`config.mk`:
```
export PLATFORM = sky130hd
export DESIGN_NAME = alloc_req_arbiter_flat
export DESIGN_NICKNAME = d
export VERILOG_FILES = /design/src/rtl/alloc_req_arbiter_if.sv /design/src/rtl/alloc_req_arbiter.sv /design/src/flat_wrapper.sv
export SDC_FILE = /design/constraint.sdc
export NUM_CORES = 1
export LEC_CHECK = 0
export ABC_AREA = 1
export CORE_UTILIZATION = 42
export DETAILED_ROUTE_END_ITERATION = 6
export PLACE_DENSITY = 0.82
export SYNTH_ARGS = -nofsm -noshare
export SYNTH_HDL_FRONTEND = slang
export SYNTH_SLANG_ARGS = --single-unit
```
`constraint.sdc`:
```
create_clock -name clk_i -period 2.75 [get_ports clk_i]
set_input_delay 0.275 -clock clk_i [delete_from_list [all_inputs] [get_ports clk_i]]
set_output_delay 0.275 -clock clk_i [all_outputs]
set_load 0.02 [all_outputs]
```
`src/rtl/alloc_req_arbiter_if.sv`:
```
// rtl/alloc_req_arbiter_if.sv - client and allocator-core signal bundle for alloc_req_arbiter
//
// Purpose: groups the per-port client request/response signals and the
// single-channel allocator core handshake into one interface.
// Modports:
//   slave  - arbiter view (requests and core responses in; done/core strobes out)
//   master - client/core view (the opposite directions)
// Signals:
//   alloc_i/free_i/force_free_i/set_usecnt_i [g_num_ports]  per-port request strobes
//   pg_addr_i  [g_num_ports*g_page_addr_width]  per-port page address
//   usecnt_i   [g_num_ports*g_usecnt_width]     per-port use count
//   done_o     [g_num_ports]  one-cycle completion pulse per port
//   pg_addr_alloc_o           page returned by the last completed alloc
//   core_*_o                  operation strobes and operands to the core
//   core_done_i, core_pg_addr_alloc_i, core_nomem_i  core responses
interface alloc_req_arbiter_if #(
    parameter int g_num_ports       = 4,
    parameter int g_page_addr_width = 10,
    parameter int g_usecnt_width    = 5
);
    logic [g_num_ports-1:0]                   alloc_i;
    logic [g_num_ports-1:0]                   free_i;
    logic [g_num_ports-1:0]                   force_free_i;
    logic [g_num_ports-1:0]                   set_usecnt_i;
    logic [g_num_ports*g_page_addr_width-1:0] pg_addr_i;
    logic [g_num_ports*g_usecnt_width-1:0]    usecnt_i;
    logic [g_num_ports-1:0]                   done_o;
    logic [g_page_addr_width-1:0]             pg_addr_alloc_o;

    logic                                     core_alloc_o;
    logic                                     core_free_o;
    logic                                     core_force_free_o;
    logic                                     core_set_usecnt_o;
    logic [g_page_addr_width-1:0]             core_pg_addr_o;
    logic [g_usecnt_width-1:0]                core_usecnt_o;
    logic                                     core_done_i;
    logic [g_page_addr_width-1:0]             core_pg_addr_alloc_i;
    logic                                     core_nomem_i;

    modport slave (
        input  alloc_i, free_i, force_free_i, set_usecnt_i, pg_addr_i, usecnt_i,
        output done_o, pg_addr_alloc_o,
        output core_alloc_o, core_free_o, core_force_free_o, core_set_usecnt_o,
        output core_pg_addr_o, core_usecnt_o,
        input  core_done_i, core_pg_addr_alloc_i, core_nomem_i
    );

    modport master (
        output alloc_i, free_i, force_free_i, set_usecnt_i, pg_addr_i, usecnt_i,
        input  done_o, pg_addr_alloc_o,
        input  core_alloc_o, core_free_o, core_force_free_o, core_set_usecnt_o,
        input  core_pg_addr_o, core_usecnt_o,
        output core_done_i, core_pg_addr_alloc_i, core_nomem_i
    );
endinterface

```
`src/rtl/alloc_req_arbiter.sv`:
```
// rtl/alloc_req_arbiter.sv - round-robin arbiter of client page-allocator requests onto one core
//
// Purpose: grants one client port at a time to the page allocator core.
// Per port, the operation is chosen force_free > free > set_usecnt > alloc;
// ports are served round-robin starting after the last completed port.
// Ports:
//   clk_i     clock, rising edge
//   rst_n_i   asynchronous active-low reset
//   bus       alloc_req_arbiter_if.slave (client requests/done, core handshake)
//   op_cnt_o  16-bit completed-operation counter, present only when the
//             macro ALLOC_ARB_OP_CNT_EN is defined
module alloc_req_arbiter #(
    parameter int g_num_ports       = 4,
    parameter int g_page_addr_width = 10,
    parameter int g_usecnt_width    = 5
) (
    input  logic                 clk_i,
    input  logic                 rst_n_i,
    alloc_req_arbiter_if.slave   bus
`ifdef ALLOC_ARB_OP_CNT_EN
    ,
    output logic [15:0]          op_cnt_o
`endif
);
    localparam int c_pw = (g_num_ports > 1) ? $clog2(g_num_ports) : 1;
    localparam int c_aw = g_page_addr_width;
    localparam int c_uw = g_usecnt_width;

    typedef enum logic [1:0] {OP_ALLOC, OP_FREE, OP_FORCE_FREE, OP_SET_USECNT} op_t;
    typedef enum logic {ST_IDLE, ST_BUSY} state_t;

    state_t                 state_q, state_d;
    op_t                    op_q;
    logic [c_pw-1:0]        port_q;
    logic [c_pw-1:0]        rr_ptr_q;
    logic [c_aw-1:0]        addr_q;
    logic [c_uw-1:0]        usecnt_q;
    logic [g_num_ports-1:0] done_q;
    logic [c_aw-1:0]        pg_alloc_q;

    op_t                    port_op [g_num_ports];
    logic [g_num_ports-1:0] port_elig;
    logic                   grant_found;
    logic [c_pw-1:0]        grant_port;
    logic [c_pw-1:0]        cand;
    logic                   core_alloc, core_free, core_force_free, core_set_usecnt;

    // Per-port operation selection and eligibility. done_q doubles as the
    // one-cycle mask: a port whose done pulse is showing cannot be regranted
    // before its client has had a chance to drop the request.
    always_comb begin
        for (int p = 0; p < g_num_ports; p++) begin
            if (bus.force_free_i[p])
                port_op[p] = OP_FORCE_FREE;
            else if (bus.free_i[p])
                port_op[p] = OP_FREE;
            else if (bus.set_usecnt_i[p])
                port_op[p] = OP_SET_USECNT;
            else
                port_op[p] = OP_ALLOC;
            port_elig[p] = (bus.alloc_i[p] | bus.free_i[p] | bus.force_free_i[p] |
                            bus.set_usecnt_i[p]) && !done_q[p] &&
                           !(port_op[p] == OP_ALLOC && bus.core_nomem_i);
        end
    end

    // First eligible port at or after rr_ptr, wrapping.
    always_comb begin
        grant_found = 1'b0;
        grant_port  = '0;
        cand        = '0;
        for (int i = 0; i < g_num_ports; i++) begin
            cand = c_pw'((int'(rr_ptr_q) + i) % g_num_ports);
            if (!grant_found && port_elig[cand]) begin
                grant_found = 1'b1;
                grant_port  = cand;
            end
        end
    end

    always_ff @(posedge clk_i or negedge rst_n_i) begin
        if (!rst_n_i)
            state_q <= ST_IDLE;
        else
            state_q <= state_d;
    end

    always_comb begin
        state_d         = state_q;
        core_alloc      = 1'b0;
        core_free       = 1'b0;
        core_force_free = 1'b0;
        core_set_usecnt = 1'b0;
        case (state_q)
            ST_IDLE: begin
                if (grant_found)
                    state_d = ST_BUSY;
            end
            ST_BUSY: begin
                core_alloc      = (op_q == OP_ALLOC);
                core_free       = (op_q == OP_FREE);
                core_force_free = (op_q == OP_FORCE_FREE);
                core_set_usecnt = (op_q == OP_SET_USECNT);
                if (bus.core_done_i)
                    state_d = ST_IDLE;
            end
            default: state_d = ST_IDLE;
        endcase
    end

    always_ff @(posedge clk_i or negedge rst_n_i) begin
        if (!rst_n_i) begin
            op_q       <= OP_ALLOC;
            port_q     <= '0;
            rr_ptr_q   <= '0;
            addr_q     <= '0;
            usecnt_q   <= '0;
            done_q     <= '0;
            pg_alloc_q <= '0;
        end else begin
            done_q <= '0;
            if (state_q == ST_IDLE && grant_found) begin
                port_q   <= grant_port;
                op_q     <= port_op[grant_port];
                addr_q   <= bus.pg_addr_i[grant_port*c_aw +: c_aw];
                usecnt_q <= bus.usecnt_i[grant_port*c_uw +: c_uw];
            end
            if (state_q == ST_BUSY && bus.core_done_i) begin
                done_q[port_q] <= 1'b1;
                rr_ptr_q       <= (port_q == c_pw'(g_num_ports - 1)) ? '0 : port_q + 1'b1;
                if (op_q == OP_ALLOC)
                    pg_alloc_q <= bus.core_pg_addr_alloc_i;
            end
        end
    end

`ifdef ALLOC_ARB_OP_CNT_EN
    logic [15:0] op_cnt_q;

    always_ff @(posedge clk_i or negedge rst_n_i) begin
        if (!rst_n_i)
            op_cnt_q <= '0;
        else if (|done_q)
            op_cnt_q <= op_cnt_q + 16'd1;
    end

    assign op_cnt_o = op_cnt_q;
`endif

    assign bus.done_o            = done_q;
    assign bus.pg_addr_alloc_o   = pg_alloc_q;
    assign bus.core_alloc_o      = core_alloc;
    assign bus.core_free_o       = core_free;
    assign bus.core_force_free_o = core_force_free;
    assign bus.core_set_usecnt_o = core_set_usecnt;
    assign bus.core_pg_addr_o    = addr_q;
    assign bus.core_usecnt_o     = usecnt_q;
endmodule

```
`src/flat_wrapper.sv`:
```
// flat-port wrapper written by rule: the top's interface ports become plain ports
module alloc_req_arbiter_flat 
#(
    parameter int g_num_ports       = 4,
    parameter int g_page_addr_width = 10,
    parameter int g_usecnt_width    = 5
)
  (clk_i, rst_n_i, bus_alloc_i, bus_free_i, bus_force_free_i, bus_set_usecnt_i, bus_pg_addr_i, bus_usecnt_i, bus_done_o, bus_pg_addr_alloc_o, bus_core_alloc_o, bus_core_free_o, bus_core_force_free_o, bus_core_set_usecnt_o, bus_core_pg_addr_o, bus_core_usecnt_o, bus_core_done_i, bus_core_pg_addr_alloc_i, bus_core_nomem_i);
  alloc_req_arbiter_if #(.g_num_ports(g_num_ports), .g_page_addr_width(g_page_addr_width), .g_usecnt_width(g_usecnt_width)) bus_i ();
  input  logic clk_i;
  input  logic rst_n_i;
  input wire logic [$bits(bus_i.alloc_i)-1:0] bus_alloc_i;
  input wire logic [$bits(bus_i.free_i)-1:0] bus_free_i;
  input wire logic [$bits(bus_i.force_free_i)-1:0] bus_force_free_i;
  input wire logic [$bits(bus_i.set_usecnt_i)-1:0] bus_set_usecnt_i;
  input wire logic [$bits(bus_i.pg_addr_i)-1:0] bus_pg_addr_i;
  input wire logic [$bits(bus_i.usecnt_i)-1:0] bus_usecnt_i;
  output wire logic [$bits(bus_i.done_o)-1:0] bus_done_o;
  output wire logic [$bits(bus_i.pg_addr_alloc_o)-1:0] bus_pg_addr_alloc_o;
  output wire logic [$bits(bus_i.core_alloc_o)-1:0] bus_core_alloc_o;
  output wire logic [$bits(bus_i.core_free_o)-1:0] bus_core_free_o;
  output wire logic [$bits(bus_i.core_force_free_o)-1:0] bus_core_force_free_o;
  output wire logic [$bits(bus_i.core_set_usecnt_o)-1:0] bus_core_set_usecnt_o;
  output wire logic [$bits(bus_i.core_pg_addr_o)-1:0] bus_core_pg_addr_o;
  output wire logic [$bits(bus_i.core_usecnt_o)-1:0] bus_core_usecnt_o;
  input wire logic [$bits(bus_i.core_done_i)-1:0] bus_core_done_i;
  input wire logic [$bits(bus_i.core_pg_addr_alloc_i)-1:0] bus_core_pg_addr_alloc_i;
  input wire logic [$bits(bus_i.core_nomem_i)-1:0] bus_core_nomem_i;
  assign bus_i.alloc_i = bus_alloc_i;
  assign bus_i.free_i = bus_free_i;
  assign bus_i.force_free_i = bus_force_free_i;
  assign bus_i.set_usecnt_i = bus_set_usecnt_i;
  assign bus_i.pg_addr_i = bus_pg_addr_i;
  assign bus_i.usecnt_i = bus_usecnt_i;
  assign bus_done_o = bus_i.done_o;
  assign bus_pg_addr_alloc_o = bus_i.pg_addr_alloc_o;
  assign bus_core_alloc_o = bus_i.core_alloc_o;
  assign bus_core_free_o = bus_i.core_free_o;
  assign bus_core_force_free_o = bus_i.core_force_free_o;
  assign bus_core_set_usecnt_o = bus_i.core_set_usecnt_o;
  assign bus_core_pg_addr_o = bus_i.core_pg_addr_o;
  assign bus_core_usecnt_o = bus_i.core_usecnt_o;
  assign bus_i.core_done_i = bus_core_done_i;
  assign bus_i.core_pg_addr_alloc_i = bus_core_pg_addr_alloc_i;
  assign bus_i.core_nomem_i = bus_core_nomem_i;
  alloc_req_arbiter #(.g_num_ports(g_num_ports), .g_page_addr_width(g_page_addr_width), .g_usecnt_width(g_usecnt_width)) u_core (.clk_i(clk_i), .rst_n_i(rst_n_i), .bus(bus_i));
endmodule
```
-- Word-level counts from Yosys, hierarchy flattened
Index checks and enable logic that the tools add are counted.
W data, S select, Z words.
- add/sub/neg operators: 4
- $mul: 2
- divide/modulo/power cells: 0
- $lt $le $gt $ge: 7
- equality and inequality tests: 4
- shifts and indexed selects: 2
- muxes and demuxes: 42
- bitwise logic cells: 14
- reduce and logical (&&, ||, !) cells: 35
- operators by type and width (kind ; number):
    $shiftx A40 B7 Y10 ; 1
    $mux W2 ; 19
    $shiftx A20 B6 Y5 ; 1
    $logic_and A1 B1 Y1 ; 18
    $lt A2 B3 Y1 const B ; 5
    $mux W1 ; 15
    $or A1 B1 Y1 ; 12
    $logic_not A1 Y1 ; 11
    $logic_not A2 Y1 ; 5
    $mul A2 B3 Y5 const B ; 2
    $bmux W1 S2 ; 4
    $eq A2 B2 Y1 const B ; 3
    $add A2 B1 Y2 const B ; 2
    $add A2 B2 Y2 const B ; 2
    $bmux W2 S2 ; 1
    $mux W4 ; 1
    $ge A3 B3 Y1 const B ; 1
    $not A2 Y3 ; 1
    $demux W1 S2 ; 1
    $eq A2 B1 Y1 const B ; 1
    $ge A2 B1 Y1 const B ; 1
    $pmux W1 S2 ; 1
    $reduce_and A2 Y1 ; 1
    $not A1 Y1 ; 1
- flip-flop bits (word level): 36
- latch bits: 0
- bits in writable memories: 0
- bits in read-only memories: 0
- input bits: 90
- output and inout port bits: 33
- word-level logic and storage cells: 118
- memories kept: 0

-- Depth between registers and ports, before layout
Gate-level depths: netlist of the first run.
- depth in word-level cells: 23
- mapped depth: 17
- gate-level depth less buffers: 15

-- Least setup slack after synthesis of the first run
Ideal clock, no wire load.
- kind: register to register
- start: reg u_core.rr_ptr_q[0]
- end: reg u_core.addr_q[2], in the netlist u_core.bus.core_pg_addr_o[2]
- setup time: 124 ps
- arrival: 1788 ps
- required time: 2626 ps
- setup slack: 838 ps
- stages on the path, launching flop included: 12
- path buffers: 2
- clock period less this slack: 1912 ps
- path through: dfrtp_1 buf_4 xor2_2 nand3_1 nand2_2 nand4_2 nand2_2 nand2_2 buf_6 or2_2 nand3_2 nand3_1
- longest elaborated chain between the ends: 14
- elaborated cells on any way between the ends: 28
- those cells by class: add/sub: 3; mul: 1; shift: 1; mux: 16; reduce/logical: 7
- ends and longest elaborated chain (what ; line ; source):
    start, declared ; alloc_req_arbiter.sv:35 ; logic [c_pw-1:0] rr_ptr_q;
    start signal, assigned ; alloc_req_arbiter.sv:130 ; rr_ptr_q <= (port_q == c_pw'(g_num_ports - 1)) ? '0 : port_q + 1'b1;
    branches (longest 14 deep; another with $mul A2 B3 Y5) ; - ;
    end signal, assigned ; alloc_req_arbiter.sv:125 ; addr_q <= bus.pg_addr_i[grant_port*c_aw +: c_aw];
    end, declared ; alloc_req_arbiter.sv:36 ; logic [c_aw-1:0] addr_q;
Several ways; the timed one is not identified. The select of a mux whose other input is x is not followed.
A chain may end at the register's enable or synchronous reset.

-- Worst setup path after layout of the first run
- start: reg u_core.rr_ptr_q[0]
- end: reg u_core.addr_q[0], in the netlist u_core.bus.core_pg_addr_o[0]
The elaborated chain is that of the path after synthesis.

==> results of run 1 <==
[sequential cells by signal (all words and copies together), names as in the netlist]
| register | count |
|---|---|
| u_core.rr_ptr_q | 2 |
| u_core.bus.done_o | 4 |
| u_core.port_q | 2 |
| u_core.op_q | 2 |
| u_core.bus.core_pg_addr_o | 10 |
| u_core.bus.pg_addr_alloc_o | 10 |
| u_core.state_q | 1 |
| u_core.bus.core_usecnt_o | 5 |
[cell usage in the layout, fill, tap and decap left out, drive strengths merged]
cell,count
nor3,4
nand3,67
ha,4
xor2,1
clkbuf,5
nand4,2
o21ai,8
a21boi,1
or2,8
a21oi,9
a31oi,1
o31ai,1
nand3b,8
nor2,14
inv,72
clkdlybuf4s50,121
buf,5
nand2,113
mux2,10
clkinvlp,1
clkinv,1
dfrtp,36
[where the power goes]
part	total [mW]	internal [mW]	switching, mW
Sequential	0.973	0.797	0.176
Clock	0.360	0.171	0.188
Combinational	3.24	1.32	1.92
Total	4.57	2.28	2.29
[path summary, 6_finish.rpt]
| check | end | slack (ns) | cells after the start |
|---|---|---|---|
| setup / recovery | u_core.bus.core_pg_addr_o[0] | 0.49 | 11 |
| hold / removal | u_core.bus.done_o[2] | 0.06 | 1 |
| setup reg to reg | u_core.bus.core_pg_addr_o[0] | 0.49 | 11 |
| hold reg to reg | u_core.bus.core_pg_addr_o[4] | 0.48 | 2 |
| max in group asynchronous | u_core.state_q | 2.19 | 1 |
| min in group clk_i | u_core.bus.core_pg_addr_o[4] | 0.48 | 2 |
[layout make-up]
class | count | area [µm²]
Clock inverter | 2 | 12.5
Sequential cell | 36 | 901
Timing Repair Buffer | 126 | 1260
Fill cell | 527 | 1980
Clock buffer | 5 | 68.8
Multi-Input combinational cell | 251 | 1330
Tap cell | 75 | 93.8
Inverter | 72 | 273
[logic make-up (layout without fill, tap and decap cells)]
| group | count (synthesis) | in the layout | synth area share [%] |
|---|---|---|---|
| multiplexers | 10 | 10 | 4.36 |
| buffers and inverters | 83 | 205 | 13.7 |
| flip-flops | 36 | 36 | 34.9 |
| AO/OA/AOI/OAI | 20 | 20 | 4.80 |
| AND/OR/NAND/NOR | 216 | 216 | 39.7 |
| adder cells (fa/ha/maj) | 4 | 4 | 1.94 |
| XOR/XNOR | 1 | 1 | 0.630 |
[routing by layer]
layer  vias to the layer above  routed length, µm  global-route usage [%]  part of all wire (%)
li1                       1395                  -                       -                     -
met4                         0                131                    6.07                   2.0
met3                        13                332                    3.64                   5.0
met2                        86               3470                    39.5                    53
met5                         -                  0                       0                     0
met1                      1239               2660                    26.4                    40
[metrics by stage]
| stage | std cells | utilization (%) |
|---|---|---|
| floorplan | 370 | - |
| global placement | 560 | 65.1 |
| detailed placement | 560 | 65.1 |
| CTS | 567 | 66.5 |
| global route | 567 | 66.5 |
| finish | 567 | 66.5 |
==> impl_summary.md, run 1 <==
Setup path
The slowest library cell on the worst path is sky130_fd_sc_hd__dfrtp_1. Among the stages of the critical path, the cell type that occurs most often is sky130_fd_sc_hd__nand3_1. The critical path is of the register to register type. The data arrival time at the worst-slack endpoint is between 2 and 2.5 ns. Counting both buffers and inverters, the worst setup path holds a total of 1. The startpoint kind of the worst setup timing path is a register. The delay contributed by the slowest stage of the critical path is ~0.57 ns.

Walking the worst path, the cells encountered are xor2_2, nand3_1, nand2_2, nand2_2, nor2_1, nand3_1, nand2_4, inv_4, nor2_4, nand3_1, nand3_1. The startpoint identified for the worst register-to-register timing path is u_core.rr_ptr_q[0]. Grouping stages by cell kind, the critical path spends the most delay in simple AND/OR/NAND/NOR gates.

STA classifies the critical path endpoint as a register. The required arrival time at the worst endpoint is slightly below 3 ns. The launch point of the critical path is u_core.rr_ptr_q[0]. The highest net fanout along the worst path is 11.

Flow run
Max-cap violations in this run came to 0.

STA
The post-route minimum period is about 2.3 ns. Derived from the worst setup path, the maximum achievable clock frequency is roughly 440 MHz. After layout, the worst path uses ~80% of the clock period. At the pin with the least slew margin, the transition time is 0.780 ns. The final hold violation count is 0. Setup repair after global routing left no endpoint under its margin.

Adding up every negative setup slack in the final design gives 0 ns. Final hold analysis gives a worst-case slack of around 0.057 ns. The final number of setup-violating endpoints is 0. The worst setup skew after layout is about 0.0096 ns.

The worst slew margin relative to its limit is roughly 48%. The final critical-path setup slack is approximately 0.49 ns. The final-report max-slew violation count is 0.

Global route
The initial antenna violation count is 0. The number of global-route vias before repair is about 2500. The total overflow reported by the global router is 0.

The pin count of the biggest net entering global routing is 40. The first-pass GRT wire length is around 11 mm. Global routing used ~22% of the available tracks.

Synth
The cell area that synthesis handed to floorplanning was 2580 µm². After synthesis the netlist holds a flip-flop and latch count of 36. Sequential cells were found to cover a little over a third of the synthesized design area.

Sorting the synthesized cells by how often they occur yields sky130_fd_sc_hd__nand2_1, sky130_fd_sc_hd__inv_1, sky130_fd_sc_hd__nand3_1. For this run, the number of Yosys warnings is 0. After synthesis, the share of flip-flops with an asynchronous set or reset is 100%. Yosys mapped a number of flops with a built-in enable equal to 0.

The most instantiated library cell after synthesis is sky130_fd_sc_hd__nand2_1. The share of the synthesized area in the top cell type is between 30% and 40%. By area the synthesized netlist is led by sky130_fd_sc_hd__dfrtp_1, sky130_fd_sc_hd__nand2_1, sky130_fd_sc_hd__nand3_1. The distinct cell type count after synthesis is 32. The mean post-synth cell area is about 7 µm². When the netlist entered floorplanning its net count stood at roughly 460.

The most used flip-flop cell after synthesis is sky130_fd_sc_hd__dfrtp_1. The gate count of the mapped netlist is 370. The dominant cell type by area after synthesis is sky130_fd_sc_hd__dfrtp_1.

Status
The run finished with clean final reports.

Route
The average vias per placed instance is between 4 and 5. After the first detailed-routing iteration, the DRC count stood at 80. Once detail routing completed, the nets flagged for antenna violations numbered 0.

Detailed routing inserted a total of roughly 2700 vias. The number of remaining DRC errors is 0. The per-cell routed wire length is 11.6 µm. The detailed-router iteration count before antenna repair is 4.

After detailed routing, the total wire length is ~6.6 mm.

Floorplanning
The die covers 6470 µm². From left edge to right edge, the die measures 80.4 µm. The count of boundary I/O pins is 123.

The number of standard-cell rows in the floorplan is 28. For this configuration, the core starts out at a cell density of approximately 44%. The core region is around 6000 µm². The floorplan die height is 80.4 µm.

Worst hold path
The classification of the worst-slack hold path is input pin to async pin.

Clocking
After clock tree synthesis, the repair step resized 0 gates. TritonCTS built the clock tree. The count of H-tree levels built during CTS is 2.

The clock root buffer master is sky130_fd_sc_hd__clkbuf_8. Clock-pin slew was measured on the worst setup and hold paths at ~0.07 ns. The number of buffers added for setup after CTS is 0. Counting every sink on the clock net gives 36.

The quantity of hold-fixing buffers added after cts is 0. The later pin in the worst-skew pair is clocked with a latency of a little under 0.3 ns. The number of buffers between clock root and the deepest sink is 2. In this run, CTS created clock tree buffers numbering 5.

Place
The weighted congestion at the end of routability-driven global placement is roughly 0.88. The sum of net half-perimeters after detailed placement is around 5.3 mm. The cell area after placement is around 3900 µm². Port buffering added 122 buffers. The worst slack after detailed placement is between 0.2 and 0.25 ns.

Power
The total power density per cell area is 1160 nW/µm². VDD sags by at most between 0.6 and 0.7 mV. The analysis attributes to cell leakage a power of 1.94 nW. Total power for the finished layout comes to between 4 and 5 mW.

Final layout
At the end of the flow, the number of nets in the layout was between 500 and 600. The finished cells cover around 4000 µm². The ratio of cells with drive above 1 in the final layout is 10.6%.

The area overhead of the layout relative to synthesis is 52.4%. The count of inserted antenna diode cells is 0.
(Power assumes the default switching activity.)
==> run 2: changes to the inputs <==
==> constraint.sdc (replaced) <==
create_clock -name clk_i -period 2.2 [get_ports clk_i]
set_input_delay 0.22 -clock clk_i [delete_from_list [all_inputs] [get_ports clk_i]]
set_output_delay 0.22 -clock clk_i [all_outputs]
set_load 0.02 [all_outputs]
==> impl_summary.md, run 2 (synthesis gave the netlist of run 1 again) <==
Status
Run status: completed (unchanged).

Route
The number of remaining DRC errors was 0 (unchanged). The total wire length after detailed routing is 6.88 mm (was 6.60 mm). The detailed-router iteration count before antenna repair is 4 (unchanged). The vias after detailed routing is 2809 (was 2733). The remaining number of nets flagged by the antenna check after routing is 0 (unchanged). The per-cell routed wire length is 11.8 µm (was 11.6 µm). The average vias per placed instance was 4.82 (about the same). The count of routing violations after the opening detailed-route iteration came to 77 (was 80).

Setup path
The slowest library cell on the worst path is sky130_fd_sc_hd__clkdlybuf4s50_1 (was sky130_fd_sc_hd__dfrtp_1). The endpoint kind of the worst setup timing path is an output port (was register). The slack of the worst reg-to-reg path is 0.15 ns (was 0.49 ns). The startpoint kind of the worst setup timing path is a register (unchanged). The buffer and inverter count on the worst path is 2 (was 1).

Cells traversed along the worst timing path: inv_1, nor3_1, clkdlybuf4s50_1 (was xor2_2, nand3_1, nand2_2, nand2_2, nor2_1, nand3_1, nand2_4, inv_4, nor2_4, nand3_1, nand3_1). The cell family contributing the most delay on the critical path was buffers and inverters (was simple AND/OR/NAND/NOR gates). The required arrival time at the worst endpoint is 1.98 ns (was 2.98 ns). The data arrival time at the worst-slack endpoint is 1.86 ns (was 2.49 ns). The delay contributed by the slowest stage of the critical path is 0.69 ns (was 0.57 ns).

The highest net fanout along the worst path is 6 (was 11). The classification of the worst setup path was register to output port (was register to register).

STA
The final number of setup-violating endpoints is 0 (unchanged). The worst setup skew after layout is 0.00626 ns (was 0.00963 ns). The worst slew margin relative to its limit is 46.3% (was 48.0%). The total negative setup slack is 0 ns (unchanged). The worst path needs 2.08 ns of the cycle, external delays included. The fmax is about 480 MHz. The pin slew with the least headroom to its limit is 0.806 ns (was 0.780 ns). The final-report max-slew violation count is 0 (unchanged). The final hold violation count is 0 (unchanged). The portion of the clock cycle consumed by the worst path in the final layout is between 90% and 100%.

Worst hold path
The classification of the worst-slack hold path was input pin to async pin (unchanged).

Power
The static leakage is 2.06 nW (was 1.94 nW). The total power density per cell area is 1540 nW/µm² (was 1160 nW/µm²). The worst-case vdd ir drop is 1.14 mV (was 0.605 mV).

Floorplanning
The die outline area came to 6470 µm² (unchanged). The number of standard-cell rows in the floorplan is 28 (unchanged). The count of boundary I/O pins is 123 (unchanged).

The width of the die was 80.4 µm (unchanged). The standard cell core area is 5920 µm² (unchanged). The floorplan die height is 80.4 µm (unchanged). The effective utilization at floorplan is 43.6% (unchanged).

Final layout
The area of all placed cells without fillers came to 4170 µm² (was 3940 µm²). The most frequent standard cell in the layout excluding fill and tap cells is sky130_fd_sc_hd__clkdlybuf4s50_1 (unchanged). The count of inserted antenna diode cells is 0 (unchanged). The utilization after layout is 70.4% (was 66.5%). The number of cells in the finished layout apart from fillers is 583 (was 567).

Leading cell types in the layout, fill and taps excluded: sky130_fd_sc_hd__clkdlybuf4s50_1, sky130_fd_sc_hd__nand2_1, sky130_fd_sc_hd__inv_1 (unchanged). The ratio of cells with drive above 1 in the final layout was 14.4% (was 10.6%). The net count reported at finish came to 601 (was 586). The area overhead of the layout relative to synthesis is 61.4% (was 52.4%).

Clocking
The clock root buffer master is sky130_fd_sc_hd__clkbuf_8 (unchanged). The register clock-pin slew on the reported worst setup and hold paths is 0.08 ns (was 0.07 ns). The clock insertion delay at the later pin of the skew report was 0.28 ns (was 0.29 ns).

The number of buffers added for setup after CTS was 0 (unchanged). The TritonCTS clock tree is built (unchanged). The number of buffers between clock root and the deepest sink is 2 (unchanged).

The count of H-tree levels built during CTS is 2 (unchanged). The total clock buffers created by CTS came to 5 (unchanged). The number of clock sinks seen by CTS came to 36 (unchanged).

Global route
The first-pass GRT wire length is 11.4 mm (was 11.0 mm). The total overflow reported by the global router came to 0 (unchanged). The total track usage is 22.5% (was 21.8%). The initial antenna violation count is 0 (unchanged). The number of global-route vias before repair is 2628 (was 2543). The pin count of the biggest net entering global routing is 37 (was 40).

Place
The sum of net half-perimeters after detailed placement is 5.59 mm (was 5.29 mm). The cell area after placement is 4020 µm² (was 3850 µm²). The count of port buffers added during placement is 122 (unchanged).

The number of placed instances, taps included is 575 (was 560). The weighted congestion at the end of routability-driven global placement came to 0.868 (was 0.877).

Flow run
The max capacitance violation total was 0 (unchanged).
-- run 2: changes by cell type in the layout (fill, tap and decap cells not counted), sizes merged --
cell and delta:
bufinv +1, buf +15
-- run 2: path summary, 6_finish.rpt --
kind                                              from                      endpoint  cells past startpoint
max                                     u_core.state_q              bus_core_alloc_o                      3
min                                            rst_n_i   u_core.bus.core_usecnt_o[0]                      1
max reg2reg                         u_core.rr_ptr_q[0]  u_core.bus.core_pg_addr_o[9]                     11
min reg2reg                u_core.bus.core_usecnt_o[4]   u_core.bus.core_usecnt_o[4]                      2
max in group asynchronous                      rst_n_i            u_core.rr_ptr_q[0]                      1
min in group clk_i         u_core.bus.core_usecnt_o[4]   u_core.bus.core_usecnt_o[4]                      2
-- run 2: what timing repair did --
action	CTS	global route
endpoints found under the setup margin	0	17
endpoints found under the hold margin	0	0
gates resized for setup	0	8
hold buffers	0	0
-- run 2: cell type report --
type                       count  area [µm²]
fill                         508        1750
tap                           75        93.8
timing repair buffer         141        1420
inverter                      72         273
clock buffer                   5        68.8
clock inverter                 3        42.5
multi-input combinational    251        1370
sequential                    36         902
-- run 2: stage by stage --
step	setup WS (ns)	power (mW)	hold WS [ns]
4_1_cts	0.0303	6.39	0.0546
6_report	0.117	6.44	0.0212
2_1_floorplan	0.288	4.09	-0.0756
5_1_grt	-0.0125	7.00	0.0920
3_5_place_dp	-0.126	5.80	0.364
3_3_place_gp	-0.112	5.70	0.353
-- run 2: power by group --
group	switching (mW)	leakage [nW]	internal (mW)
clock	0.244	0.0541	0.335
sequential	0.229	0.436	0.998
combinational	2.56	1.57	2.08
-- run 2: per-layer routing --
layer  track usage [%]  vias up  routed length, µm
met1              27.7     1294               2960
li1                  -     1423                  -
met4              4.46        0                 83
met5                 0        -                  0
met3              5.68        8                369
met2              39.3       84               3470
==> run 3: changes to the inputs <==
--- a/config.mk
+++ b/config.mk
@@ -6,9 +6,11 @@
 export NUM_CORES = 1
 export LEC_CHECK = 0
 export ABC_AREA = 1
-export CORE_UTILIZATION = 42
+export CELL_PAD_IN_SITES_DETAIL_PLACEMENT = 2
+export CELL_PAD_IN_SITES_GLOBAL_PLACEMENT = 2
+export CORE_UTILIZATION = 21
 export DETAILED_ROUTE_END_ITERATION = 6
-export PLACE_DENSITY = 0.82
+export PLACE_DENSITY_LB_ADDON = 0.1
 export SYNTH_ARGS = -nofsm -noshare
 export SYNTH_HDL_FRONTEND = slang
 export SYNTH_SLANG_ARGS = --single-unit
==> impl_summary.md, run 3 (synthesis gave the netlist of run 1 again) <==
STA
The post-route minimum period was 2.11 ns (was 2.08 ns). The fmax came to 475 MHz (was 480 MHz). The final critical-path setup slack is 0.0947 ns (was 0.117 ns). The final-report max-slew violation count came to 0 (unchanged). The worst setup skew after layout is 0.00403 ns (was 0.00626 ns). The total negative setup slack is 0 ns (unchanged).

The portion of the clock cycle consumed by the worst path in the final layout is 95.7% (was 94.7%). The worst slew margin relative to its limit is 40.6% (was 46.3%). The final hold violation count came to 0 (unchanged). The pin slew with the least headroom to its limit came to 0.892 ns (was 0.806 ns).

The final number of setup-violating endpoints is 0 (unchanged). Setup repair after global routing could not meet its margin everywhere. The worst hold slack across all endpoints is 0.0643 ns (was 0.0212 ns).

Power
The total power density per cell area is 1650 nW/µm² (was 1540 nW/µm²). The worst-case vdd ir drop is 0.455 mV (was 1.14 mV). The static leakage came to 2.24 nW (was 2.06 nW).

Setup path
The cell occurring most often along the worst timing path is sky130_fd_sc_hd__nand2_2. The depth of the worst register-to-register path came to 12 (was 11). The data arrival time at the worst-slack endpoint was 2.27 ns (was 1.86 ns).

The endpoint kind of the worst setup timing path is a register (was output port). The launch point of the critical path is u_core.rr_ptr_q[0] (was u_core.state_q). The startpoint of the lowest-slack register-to-register path is u_core.rr_ptr_q[0] (unchanged). The highest net fanout along the worst path is 13 (was 6). The slack of the worst reg-to-reg path is 0.09 ns (was 0.15 ns). The startpoint kind of the worst setup timing path was a register (unchanged). The reg-to-reg critical path endpoint is u_core.bus.core_usecnt_o[0] (was u_core.bus.core_pg_addr_o[9]).

Cells traversed along the worst timing path: buf_6, nand3_2, nand2_2, nand2_1, nand2_2, nand4_2, nand2_2, nand2_4, clkbuf_16, or2_2, nand3_2, nand3_1 (was inv_1, nor3_1, clkdlybuf4s50_1). The classification of the worst setup path is register to register (was register to output port). The required arrival time at the worst endpoint is 2.37 ns (was 1.98 ns). The delay contributed by the slowest stage of the critical path is 0.51 ns (was 0.69 ns). The capture point of the critical path is u_core.bus.core_usecnt_o[0] (was bus_core_alloc_o). The slowest library cell on the worst path is sky130_fd_sc_hd__dfrtp_2 (was sky130_fd_sc_hd__clkdlybuf4s50_1).

Place
The count of port buffers added during placement is 122 (unchanged). The cell area after placement is 4140 µm² (was 4020 µm²). The sum of net half-perimeters after detailed placement is 7.79 mm (was 5.59 mm). The weighted congestion at the end of routability-driven global placement is 0.724 (was 0.868). The worst slack after detailed placement is -0.299 ns (was -0.126 ns).

Final layout
The area overhead of the layout relative to synthesis is 79.3% (was 61.4%). The net count reported at finish was 621 (was 601). The most frequent standard cell in the layout excluding fill and tap cells is sky130_fd_sc_hd__clkdlybuf4s50_1 (unchanged). The utilization after layout is 38.5% (was 70.4%).

The count of inserted antenna diode cells is 0 (unchanged). Leading cell types in the layout, fill and taps excluded: sky130_fd_sc_hd__clkdlybuf4s50_1, sky130_fd_sc_hd__nand2_1, sky130_fd_sc_hd__inv_1 (unchanged). The ratio of cells with drive above 1 in the final layout is 23.7% (was 14.4%). The area of all placed cells without fillers came to 4630 µm² (was 4170 µm²).

Global route
The first-pass GRT wire length was 15.7 mm (was 11.4 mm). The total overflow reported by the global router is 0 (unchanged). The initial antenna violation count is 0 (unchanged). The pin count of the biggest net entering global routing is 37 (unchanged). The number of global-route vias before repair is 3216 (was 2628). The total track usage is 15.7% (was 22.5%).

Floorplanning
The width of the die came to 113 µm (was 80.4 µm). The number of standard-cell rows in the floorplan is 40 (was 28). The count of boundary I/O pins is 123 (unchanged). The effective utilization at floorplan is 21.5% (was 43.6%). The standard cell core area is 12000 µm² (was 5920 µm²). The floorplan die height is 113 µm (was 80.4 µm). The die outline area came to 12700 µm² (was 6470 µm²).

Clocking
The clock root buffer master is sky130_fd_sc_hd__clkbuf_16 (was sky130_fd_sc_hd__clkbuf_8). The number of clock sinks seen by CTS is 36 (unchanged). The clock insertion delay at the later pin of the skew report is 0.28 ns (about the same). The count of H-tree levels built during CTS came to 2 (unchanged). The register clock-pin slew on the reported worst setup and hold paths is 0.06 ns (was 0.08 ns). The quantity of hold-fixing buffers added after cts is 0 (unchanged). The number of buffers between clock root and the deepest sink is 2 (unchanged). The TritonCTS clock tree is built (unchanged). The total clock buffers created by CTS was 5 (unchanged).

Route
The vias after detailed routing is 2975 (was 2809). The count of routing violations after the opening detailed-route iteration is 33 (was 77). The number of remaining DRC errors is 0 (unchanged). The detailed-router iteration count before antenna repair came to 4 (unchanged). The per-cell routed wire length is 15.0 µm (was 11.8 µm). The remaining number of nets flagged by the antenna check after routing is 0 (unchanged). The average vias per placed instance is 4.41 (was 4.82). The total wire length after detailed routing is 10.1 mm (was 6.88 mm).

Status
Run status: completed (unchanged).

Flow run
The max capacitance violation total is 0 (unchanged).

Worst hold path
The classification of the worst-slack hold path is input pin to async pin (unchanged).
## run 3: layer usage
layer	up-vias	routed length, µm	track usage, %
li1	1462	-	-
met4	0	46	2.89
met5	-	0	0
met2	58	5480	29.5
met1	1453	4230	18.7
met3	2	339	2.89
## run 3: timing repair
action | in CTS | in global routing
pin swaps | 0 | 20
gates cloned | 0 | 2
resized for setup | 3 | 47
buffers inserted | 0 | 10
setup endpoints to repair | 11 | 20
## run 3: how the worst min path moves through the flow
stage	from	endpoint
final	rst_n_i	u_core.port_q[0]
after floorplan	rst_n_i	u_core.bus.core_pg_addr_o[0]
after CTS	rst_n_i	u_core.port_q[0]
after global routing	rst_n_i	u_core.port_q[0]
after global placement	rst_n_i	u_core.port_q[0]
after detailed placement	rst_n_i	u_core.port_q[0]
## run 3: area by class of cell
cell class              count  area, µm²
fillers                  1389       7380
flip-flops and latches     36        903
clock buffers               5        125
multi-input cells         251       1510
repair buffers            161       1620
well taps                 147        184
inverters                  72        275
clock inverters             3       18.8
## run 3: worst max-delay path, delay by kind of cell, from the launching register on
| family | cells | cell delay (ns) |
|---|---|---|
| buffers and inverters | 2 | 0.32 |
| flip-flops | 1 | 0.51 |
| AND/OR/NAND/NOR | 10 | 1.16 |
## run 3: power by group
part	total [mW]	internal (mW)	switching [mW]
combinational	5.69	2.61	3.07
clock	0.703	0.417	0.286
sequential	1.25	1.00	0.247
## run 3: stage by stage
stage,std cells,total power [mW]
3_5_place_dp,655,6.20
2_1_floorplan,370,4.09
5_1_grt,675,8.30
4_1_cts,663,6.98
6_report,675,7.64
3_3_place_gp,655,6.05
